<file path="config.mk">
export PLATFORM = sky130hd
export DESIGN_NAME = mult_arbiter
export DESIGN_NICKNAME = d
export VERILOG_FILES = /design/src/rtl/mult_arbiter.sv
export SDC_FILE = /design/constraint.sdc
export NUM_CORES = 1
export LEC_CHECK = 0
export BUFFER_PORTS_ARGS = -buffer_cell sky130_fd_sc_hd__buf_2
export CORE_AREA = 2 2 48 72
export CTS_BUF_LIST = sky130_fd_sc_hd__clkbuf_4 sky130_fd_sc_hd__clkbuf_8 sky130_fd_sc_hd__clkbuf_16
export DETAILED_ROUTE_END_ITERATION = 6
export DIE_AREA = 0 0 50 74
export PLACE_DENSITY = 0.8
export SETUP_SLACK_MARGIN = 0.1
export SLEW_MARGIN = 20
export SYNTH_ARGS = -nofsm -noshare
export SYNTH_HDL_FRONTEND = slang
export SYNTH_SLANG_ARGS = --single-unit
</file>
<file path="constraint.sdc">
create_clock -name ARB_Clock -period 3.5 [get_ports ARB_Clock]
set_clock_uncertainty 0.05 [all_clocks]
set_input_delay 0.175 -clock ARB_Clock [delete_from_list [all_inputs] [get_ports ARB_Clock]]
set_output_delay 0.175 -clock ARB_Clock [all_outputs]
set_load 0.01 [all_outputs]
</file>
<file path="src/rtl/mult_arbiter.sv">
// mult_arbiter: round-robin sharing of one Start/Done/Ack multiplier among N_REQ requesters.
// Define MULT_ARB_ZERO_BYPASS_EN to answer zero-operand requests directly with product 0.
module mult_arbiter #(
   parameter int N_REQ = 4,
   parameter int WIDTH = 4
) (
   input  logic                   ARB_Clock,
   input  logic                   ARB_Reset,
   input  logic [N_REQ-1:0]       ARB_Req,
   input  logic [N_REQ*WIDTH-1:0] ARB_Multiplicand,
   input  logic [N_REQ*WIDTH-1:0] ARB_Multiplier,
   output logic [N_REQ-1:0]       ARB_Resp_Valid,
   output logic [2*WIDTH-1:0]     ARB_Product,
   output logic                   ARB_Busy,
   output logic                   ARB_Mul_Start,
   output logic [WIDTH-1:0]       ARB_Mul_A,
   output logic [WIDTH-1:0]       ARB_Mul_B,
   input  logic                   ARB_Mul_Done,
   input  logic [2*WIDTH-1:0]     ARB_Mul_Product,
   output logic                   ARB_Mul_Ack
);
   localparam int IW = $clog2(N_REQ);
   typedef enum logic [1:0] {IDLE, ISSUE, WAIT, RESP} state_t;
   state_t state_q, state_d;
   logic [IW-1:0] ptr_q, ptr_d, win_q, win_d, pick, idx;
   logic [WIDTH-1:0] a_q, a_d, b_q, b_d, pick_a, pick_b;
   logic [2*WIDTH-1:0] prod_q, prod_d;
   logic [N_REQ-1:0] resp_q, resp_d;
   logic start_q, start_d, ack_q, ack_d, busy_q, busy_d;
`ifdef MULT_ARB_ZERO_BYPASS_EN
   logic zero;
   assign zero = (pick_a == '0) || (pick_b == '0);
`endif
   // Search downward so the nearest requester after ptr overwrites the others.
   always_comb begin
      pick = ptr_q;
      idx = '0;
      pick_a = '0;
      pick_b = '0;
      for (int k = N_REQ; k >= 1; k--) begin
         idx = IW'((int'(ptr_q) + k) % N_REQ);
         if (ARB_Req[idx]) pick = idx;
      end
      for (int i = 0; i < N_REQ; i++)
         if (pick == IW'(i)) begin
            pick_a = ARB_Multiplicand[i*WIDTH +: WIDTH];
            pick_b = ARB_Multiplier[i*WIDTH +: WIDTH];
         end
   end
   always_comb begin
      state_d = state_q;
      ptr_d = ptr_q;
      win_d = win_q;
      a_d = a_q;
      b_d = b_q;
      prod_d = prod_q;
      case (state_q)
         IDLE:
            if (|ARB_Req) begin
               win_d = pick;
               ptr_d = pick;
               a_d = pick_a;
               b_d = pick_b;
`ifdef MULT_ARB_ZERO_BYPASS_EN
               state_d = zero ? RESP : ISSUE;
               prod_d = zero ? '0 : prod_q;
`else
               state_d = ISSUE;
`endif
            end
         ISSUE: state_d = WAIT;
         WAIT:
            if (ARB_Mul_Done) begin
               state_d = RESP;
               prod_d = ARB_Mul_Product;
            end
         default: state_d = IDLE;
      endcase
      // Outputs are precomputed from the next state so they leave the flops aligned with it.
      start_d = state_d == ISSUE;
      busy_d = state_d != IDLE;
      ack_d = (state_q == WAIT) && ARB_Mul_Done;
      for (int i = 0; i < N_REQ; i++) resp_d[i] = (state_d == RESP) && (win_d == IW'(i));
   end
   always_ff @(posedge ARB_Clock) begin
      if (ARB_Reset) begin
         state_q <= IDLE;
         ptr_q <= IW'(N_REQ - 1);
         win_q <= '0;
         a_q <= '0;
         b_q <= '0;
         prod_q <= '0;
         resp_q <= '0;
         start_q <= 1'b0;
         ack_q <= 1'b0;
         busy_q <= 1'b0;
      end else begin
         state_q <= state_d;
         ptr_q <= ptr_d;
         win_q <= win_d;
         a_q <= a_d;
         b_q <= b_d;
         prod_q <= prod_d;
         resp_q <= resp_d;
         start_q <= start_d;
         ack_q <= ack_d;
         busy_q <= busy_d;
      end
   end
   assign ARB_Resp_Valid = resp_q;
   assign ARB_Product = prod_q;
   assign ARB_Busy = busy_q;
   assign ARB_Mul_Start = start_q;
   assign ARB_Mul_A = a_q;
   assign ARB_Mul_B = b_q;
   assign ARB_Mul_Ack = ack_q;
endmodule

</file>
* Word-level counts from Yosys, hierarchy flattened
Cells that the tools add are included.
Storage, ports and cells: register bits 29, latch bits 0, RAM bits 0, bits in read-only memories 0, input port bits 47, output and inout bits 23, logic and storage cells 65, memories kept 0
Operators by class: $add $sub $neg 4, multiply operators 0, div/mod/pow operators 0, $lt $le $gt $ge 4, equality and inequality tests 10, shift operators 0, mux-type cells 25, bitwise logic cells 0, reduce and logical (&&, ||, !) cells 12
Operator list (count):
- 2-to-1 mux 4 bit | 8
- 2-to-1 mux 2 bit | 8
- == test 2 bit (second input constant) | 6
- less-than comparator 2 x 3 -> 1 bit (second input constant) | 4
- binary-select mux 1 bit (select 2 bit) | 4
- == test 2 x 1 -> 1 bit (second input constant) | 4
- logical NOT 2 bit | 3
- case mux 2 bit (3 select lines) | 1
- logical AND 1 bit | 5
- adder 2 x 1 -> 2 bit (second input constant) | 2
- adder 2 bit (second input constant) | 2
- 2-to-1 mux 1 bit | 4
- AND reduction 2 bit | 2
- OR reduction 4 bit | 1
- nonzero test 2 bit | 1

* Logic depth before layout (Yosys ltp)
Gate-level depths: netlist (run 1).
depth after elaboration 12, depth in mapped cells 8, depth with buffers taken out 7

* Worst setup path after synthesis (run 1)
No wires, ideal clock.
path kind register to register, start point register state_q[0], end point register busy_q (netlist: ARB_Busy), setup time 120 ps, arrival 1456 ps, data required time 3330 ps, setup slack 1874 ps, stages on the path, launching flop included 8, buffers on the path 1, period minus slack after synthesis 1626 ps, cells stage by stage dfxtp_1 inv_1 ha_1 and2_1 clkbuf_1 o32ai_2 nor3_2 or2_1
On the way: longest elaborated chain between the ends 3, elaborated cells on any way between the ends 7, those cells by class eq/ne (2); mux (3); reduce/logical (2)
RTL lines:
- start: declaration | RTL line 24 | state_t state_q, state_d;
- start signal: assignment | RTL line 98 | state_q <= state_d;
- == test 2 bit, or another cell as far along | RTL line 57 | case (state_q)
- case mux 2 bit (3 select lines) * | RTL line 57
- nonzero test 2 bit * | RTL line 81 | busy_d = state_d != IDLE;
- end signal: assignment | RTL line 107 | busy_q <= busy_d;
- end: declaration | RTL line 29 | logic start_q, start_d, ack_q, ack_d, busy_q, busy_d;
Every way passes the cells marked *; elsewhere a longest branch is shown, timed or not. A chain may end at the register's enable or synchronous reset.

* Final worst setup path (run 1)
start point register ptr_q[0], end point register b_q[2] (netlist: ARB_Mul_B[2])
On the way: longest elaborated chain between the ends 12, elaborated cells on any way between the ends 24, those cells by class add/sub (4); eq/ne (3); mux (16); reduce/logical (1)
RTL lines:
- start: declaration | RTL line 25 | logic [IW-1:0] ptr_q, ptr_d, win_q, win_d, pick, idx;
- start signal: assignment | RTL line 88 | ptr_q <= IW'(N_REQ - 1);
- start signal: assignment | RTL line 99 | ptr_q <= ptr_d;
- adder 2 x 1 -> 2 bit | RTL line 41 | idx = IW'((int'(ptr_q) + k) % N_REQ);
- binary-select mux 1 bit (select 2 bit) | RTL line 42 | if (ARB_Req[idx]) pick = idx;
- 2-to-1 mux 1 bit (not written as such) | RTL line 42
- 2-to-1 mux 2 bit (3 in a row) | RTL line 42
- 2-to-1 mux 2 bit * | RTL line 42
- logical NOT 2 bit | RTL line 45 | if (pick == IW'(i)) begin
- 2-to-1 mux 4 bit (3 in a row) | RTL line 45
- 2-to-1 mux 4 bit * | RTL line 45
- end signal: assignment | RTL line 91 | b_q <= '0;
- end signal: assignment | RTL line 102 | b_q <= b_d;
- end: declaration | RTL line 26 | logic [WIDTH-1:0] a_q, a_d, b_q, b_d, pick_a, pick_b;
Every way passes the cells marked *; elsewhere a longest branch is shown, timed or not. The select of a mux whose other input is x is not followed.

==> results by group, run 1 <==
Floorplanning
  • Die height: 74 um
  • # rows: 25
  • Core region area: 3097 sq um
  • Area of the die: 3700 sq um
  • # IOs: 70
  • Initial Util: 43.11%
  • Die Width: about 50 um

Placement
  • Placed wire-length estimate: 2355 um
  • IO buf count: a little under 70
  • RePlAce Congestion: 0.7351
  • Place WS: 1757 ps
  • Post-DP Area: 1694 sq um

Power
  • Sw Pwr: between 500 and 600 uW
  • Max VDD drop: 675.1 uV
  • Combinational power share: 45.2%
  • Total power: 1339 uW
  • Sequential share of power: 35.0%
  • Sw Ratio: 37.73%
  • Power Density: 752.1 nW/um^2
  • Cell Int Power: 833.8 uW
  • Clk network pwr share: 19.8%
  • Leak Pwr: 0.0008574 uW

Min path
  • Min-Delay Path Class: input port to flip-flop
  • Hold endpoint: ARB_Product[4]$_SDFFE_PP0P_
  • Hold depth: 3
  • Hold wc startpoint: ARB_Mul_Product[4]

Synth
  • Synth cell types: 29
  • Post-synth ARST share: 0%
  • Seq/Total Area, Yosys: between 40 and 50%
  • Primary FF master, synth: dfxtp_1
  • Yosys synthesis warning count: 0
  • Post-synthesis net count: 190
  • Mapped Cells: 140
  • Synth Register Bits: 29
  • Post-synth EDFFs: 0
  • Mapped Area: 1335 sq um
  • Mean post-synth cell area: 9.536 sq um

Final layout
  • Share of post-route cells with drive strength above 1: 39.62%
  • Area growth syn-to-layout: 33.36%
  • Filler cell count: 293
  • Register area: 580.6 sq um
  • Most frequent cells in the layout: buf_2, dfxtp_1, nand2_1
  • Multi-input gate area: 691.9 sq um
  • Ant diodes: 0
  • Layout net count: ~260
  • Design Area, Final: 1780 sq um
  • Most common cell after layout, fill and taps aside: buf_2

Drt
  • Residual DRC count: 0
  • Pre-antenna DRT Iters: 3
  • Via-per-instance ratio: 4.893
  • DR WL/cell: 12.00 um
  • Final ANT Viol Nets: 0
  • Via count: 1233
  • Post-Route WL: 3023 um
  • Iteration-0 DRC Markers: 9

Timing
  • Hold Slack: slightly above 80 ps
  • Setup TNS: 0 ps
  • Max-slew headroom: 73.52%
  • Fmax: 0.5752 GHz
  • RSZ-0062 raised after global routing: no
  • Final Hold Viols: 0
  • Final WS setup: 1761 ps
  • # setup viols final: 0
  • Fin crit share: 49.67%
  • Slew @ Worst Pin: roughly 400 ps
  • Tmin final: 1739 ps
  • Slew Limit Fails: 0

Critical path
  • Crit. End Element: flip-flop
  • R2R Path Start: ptr_q[0]$_SDFFE_PP1P_
  • WP data arrival: 1840 ps
  • CP startpoint kind: flip-flop
  • Crit Path Class: flip-flop to flip-flop
  • Worst reg-to-reg setup slack: 1760 ps
  • Worst Path Required: 3600 ps
  • RR Endpoint: ARB_Mul_B[2]$_SDFFE_PP0P_
  • Worst Path Max Fanout: 19
  • Reg2Reg Depth: 6

Clock network
  • CTS tree: done
  • Setup bufs post-CTS: 0
  • CTS Buf Count: 5
  • CTS sink cnt: 29
  • Clock buffer depth: 2
  • Root Buffer: clkbuf_8
  • # resized after CTS: 0
  • H-tree depth: 2
  • Hold_buf cts: 0
  • Skew-Pair Late Insertion Delay: around 280 ps
  • Clock transition at path regs: 60 ps

Global route
  • Initial antenna violation count: 0
  • Vias in the first global route: 1196
  • Largest net degree at the start of global routing: 25
  • Global route overflow: 0
  • Total global routing track utilization: 17.91%
  • First-pass GRT wire length: 5119 um

Run status
  • Status: complete, no violations

Flow run
  • Max-Cap Viols: 0
[worst max path at each step]
stage                          startpoint                           end  slack [ps]  cells past startpoint
floorplan           state_q[0]$_SDFF_PP0_           ARB_Busy$_SDFF_PP0_        1870                      7
global placement    ptr_q[0]$_SDFFE_PP1P_     ARB_Mul_B[2]$_SDFFE_PP0P_        1770                      6
detailed placement  ptr_q[0]$_SDFFE_PP1P_     ARB_Mul_B[2]$_SDFFE_PP0P_        1760                      6
CTS                 ptr_q[0]$_SDFFE_PP1P_     ARB_Mul_B[2]$_SDFFE_PP0P_        1750                      6
global route        state_q[0]$_SDFF_PP0_  ARB_Resp_Valid[3]$_SDFF_PP0_        1600                      7
finish              ptr_q[0]$_SDFFE_PP1P_     ARB_Mul_B[2]$_SDFFE_PP0P_        1760                      6
[registers in the layout (all words and copies together), names as in the netlist]
signal,cells
ARB_Mul_Start,1
ARB_Mul_B,4
state_q,2
win_q,2
ARB_Mul_Ack,1
ARB_Busy,1
ptr_q,2
ARB_Resp_Valid,4
ARB_Mul_A,4
ARB_Product,8
[synth_stat cells (4+ instances only)]
master	instances	area, sq um
nor3_1	5	25.02
clkbuf_1	4	15.01
dfxtp_1	29	580.6
a21oi_1	12	60.06
nand3b_1	8	60.06
nor2_1	8	30.03
o221ai_1	8	70.07
nand2_1	20	75.07
mux2i_1	16	160.2
[worst max-delay path, cell delays in order (launching register included)]
cell	delay, ps
dfxtp_1	410
nor2b_4	60
a211o_1	270
a22oi_2	110
buf_4	310
mux2i_1	260
o221ai_1	130
[power groups by stage]
stage,clock network [uW],logic (uW),registers [uW]
after detailed placement,0,615,477
after CTS,274,616,470
after global routing,289,677,482
final,265,605,469
after floorplan,0,453,501
after global placement,0,602,475
[layer usage]
layer	vias to the layer above	GRT usage, %	wire length (um)
li1	641	-	-
met1	536	18.12	1133
met2	54	34.21	1629
met3	2	6.426	239
met4	0	4.630	20
met5	-	0	0
[stage by stage]
| stage | instances | util (%) |
|---|---|---|
| 6_report | 252 | 57.49 |
| 5_1_grt | 252 | 57.49 |
| 4_1_cts | 252 | 57.49 |
| 3_5_place_dp | 244 | 54.71 |
| 3_3_place_gp | 244 | 54.71 |
| 2_1_floorplan | 140 | - |
[logic make-up (layout without fill, tap and decap cells)]
logic type      after synthesis  after routing  synth area share [%]
fa+ha+maj                     3              3                 2.812
flops                        29             29                 43.49
buf+inv                      10             82                 4.685
mux                          16             16                 12.00
compound gates               30             30                 16.87
simple gates                 52             52                 20.15
[area by class of cell]
class / count / area share (%)
clock buffer: 5 / 3.865
clock inverter: 3 / 0.9838
inverter: 3 / 0.6325
multi-input combinational: 101 / 38.86
sequential: 29 / 32.61
tap: 40 / 2.811
timing repair buffer: 71 / 20.24
Note: power is estimated with default switching activity, not from simulation.
==> run 2, diff against run 1 <==
Settings changed: CORE_AREA 2 2 48 72 to 2 2 48 73, DIE_AREA 0 0 50 74 to 0 0 50 75, PLACE_DENSITY 0.8 to 0.79.
Clock period 3.5 ns to 1.6 ns, I/O delays scaled along.
==> run 2 against run 1 <==
Largest power group unchanged. Maximum frequency up 8.8%. Flip-flop and latch count unchanged. Total power grew to 2.7 times the previous value. Count of clock-buffer cells in the layout grew 1. Register-to-register slack lost 1800 ps. Highest routed layer unchanged.
==> results by group, run 2 (same netlist as run 1, synthesis figures left out) <==
Run status
  • Status: complete, no violations (unchanged)

Critical path
  • Reg2Reg Depth: 7 (was 6)
  • CP startpoint kind: flip-flop (unchanged)
  • Worst Path Max Fanout: 8 (was 19)
  • Crit-path slowest cell: dfxtp_4 (was dfxtp_1)
  • Worst path buffer plus inverter count: 2 (was 1)
  • Family with the most delay on the worst path: compound AO/OA/AOI/OAI gates (unchanged)
  • WP data arrival: 1700 ps (was 1840 ps)
  • Crit. End Element: flip-flop (unchanged)
  • Worst path max stage delay: 370 ps (was 410 ps)
  • Worst path cell trace: nor2b_4 > a211o_1 > a22oi_2 > buf_4 > buf_12 > mux2i_4 > o221ai_1 (was nor2b_4 > a211o_1 > a22oi_2 > buf_4 > mux2i_1 > o221ai_1)
  • Crit path depth: 7 (was 6)
  • Crit Path Class: flip-flop to flip-flop (unchanged)
  • Worst Path Required: 1700 ps (was 3600 ps)

Global route
  • Vias in the first global route: 1375 (was 1196)
  • Initial antenna violation count: 0 (unchanged)
  • Largest net degree at the start of global routing: 14 (was 25)
  • Total global routing track utilization: 19.72% (was 17.91%)
  • First-pass GRT wire length: 5664 um (was 5119 um)
  • Global route overflow: 0 (unchanged)

Flow run
  • Max-Cap Viols: 0 (unchanged)

Final layout
  • Most frequent cells in the layout: buf_2, dfxtp_1, nand2_1 (unchanged)
  • Area growth syn-to-layout: 58.48% (was 33.36%)
  • Register area: 589.3 sq um (was 580.6 sq um)
  • Number of flip-flops in the largest register: 8 (unchanged)
  • Non-filler cells, final: 274 (was 252)
  • Multi-input gate area: 797.0 sq um (was 691.9 sq um)
  • Final Util: 68.32% (was 57.49%)
  • Share of post-route cells with drive strength above 1: 50.00% (was 39.62%)
  • Layout net count: 283 (was 261)
  • Design Area, Final: 2116 sq um (was 1780 sq um)
  • Most common cell after layout, fill and taps aside: buf_2 (unchanged)
  • Filler cell count: 245 (was 293)
  • Ant diodes: 0 (unchanged)

Drt
  • Post-Route WL: 3637 um (was 3023 um)
  • Residual DRC count: 0 (unchanged)
  • Via count: 1364 (was 1233)
  • DR WL/cell: 13.27 um (was 12.00 um)
  • Iteration-0 DRC Markers: 16 (was 9)
  • Final ANT Viol Nets: 0 (unchanged)
  • Pre-antenna DRT Iters: 4 (was 3)
  • Via-per-instance ratio: 4.978 (was 4.893)

Timing
  • Slew Limit Fails: 0 (unchanged)
  • Slew @ Worst Pin: 477.8 ps (was 397.2 ps)
  • Final Hold Viols: 0 (unchanged)
  • Fin crit share: 99.90% (was 49.67%)
  • Fmax: 0.6256 GHz (was 0.5752 GHz)
  • # setup viols final: 0 (unchanged)
  • Setup TNS: 0 ps (unchanged)
  • Tmin final: 1598 ps (was 1739 ps)
  • RSZ-0062 raised after global routing: yes (was no)
  • Max-slew headroom: 67.80% (was 73.52%)

Floorplanning
  • Die Width: 50 um (unchanged)
  • # rows: 25 (unchanged)
  • Die height: 75 um (was 74 um)
  • Initial Util: 43.11% (unchanged)
  • Area of the die: 3750 sq um (was 3700 sq um)
  • # IOs: 70 (unchanged)
  • Core region area: 3097 sq um (unchanged)

Placement
  • IO buf count: 69 (unchanged)
  • Placed Instances: 251 (was 244)
  • Placed wire-length estimate: 2463 um (was 2355 um)
  • Post-DP Area: 1764 sq um (was 1694 sq um)
  • RePlAce Congestion: 0.8041 (was 0.7351)

Clock network
  • Clock buffer depth: 2 (unchanged)
  • H-tree depth: 2 (unchanged)
  • CTS sink cnt: 29 (unchanged)
  • Root Buffer: clkbuf_8 (unchanged)
  • Clock transition at path regs: 60 ps (about the same)
  • Skew-Pair Late Insertion Delay: 280 ps (about the same)
  • CTS Buf Count: 5 (unchanged)
  • CTS tree: done (unchanged)

Power
  • Power Density: 1726 nW/um^2 (was 752.1 nW/um^2)
  • Max VDD drop: 989.1 uV (was 675.1 uV)
  • Leak Pwr: 0.0009903 uW (was 0.0008574 uW)
  • Total power: 3652 uW (was 1339 uW)

Min path
  • Min-Delay Path Class: input port to flip-flop (unchanged)
  • Hold depth: 3 (unchanged)
run 2: cell types whose count changed in the layout (fill, tap and decap cells not counted), sizes merged:
cell         previous run  this run
buf                    71        84
dlygate4sd3             0         8
clkbuf                  5         7
clkinvlp                1         0
run 2: cell type report:
| cell class | instances | area share [%] |
|---|---|---|
| Clock buffer | 6 | 3.607 |
| Clock inverter | 2 | 0.4731 |
| Timing Repair Buffer | 93 | 27.38 |
| Sequential cell | 29 | 27.85 |
| Multi-Input combinational cell | 101 | 37.67 |
| Inverter | 3 | 0.6505 |
| Tap cell | 40 | 2.365 |
run 2: worst register-to-register path, stage by stage (launching register included):
cell and delay (ps):
dfxtp_4 370, nor2b_4 40, a211o_1 230, a22oi_2 150, buf_4 160, buf_12 130
mux2i_4 220, o221ai_1 120
run 2: stage by stage:
stage / hold slack (ps) / setup WS (ps)
after detailed placement: 278.6 / -56.69
after global routing: 52.29 / -74.73
final: 43.30 / 1.617
after floorplan: 107.6 / 66.37
after global placement: 269.7 / 6.216
after CTS: 43.43 / -57.54
run 2: worst paths after layout:
| path | from | end | slack [ps] |
|---|---|---|---|
| setup / recovery | ptr_q[0]$_SDFFE_PP1P_ | ARB_Mul_A[3]$_SDFFE_PP0P_ | 2 |
| hold / removal | ARB_Multiplicand[6] | ARB_Mul_A[2]$_SDFFE_PP0P_ | 40 |
| setup reg to reg | ptr_q[0]$_SDFFE_PP1P_ | ARB_Mul_A[3]$_SDFFE_PP0P_ | 2 |
| hold reg to reg | ARB_Product[0]$_SDFFE_PP0P_ | ARB_Product[0]$_SDFFE_PP0P_ | 410 |
run 2: per-layer routing:
layer / wire length [um] / vias up / global-route usage, % / part of all wire (%)
met5: 0 / - / 0 / 0
met4: 68 / 0 / 7.716 / 1.9
met3: 249 / 7 / 5.556 / 6.8
met2: 2040 / 54 / 40.20 / 56
met1: 1279 / 617 / 17.76 / 35
li1: - / 686 / - / -
run 2: where the power goes:
part           internal (uW)  switching [uW]  leakage (uW)
sequential               940             117      0.000239
clock                    317             271     0.0000484
combinational           1030             973      0.000703
total                   2290            1360      0.000990
run 2: repair_timing:
action / 4_1_cts / 5_1_grt
hold buffers: 8 / 0
endpoints found under the hold margin: 8 / 0
setup buffers: 5 / 2
gates cloned: 1 / 0
resized for setup: 14 / 13
pin swaps: 6 / 5
setup endpoints to repair: 12 / 15
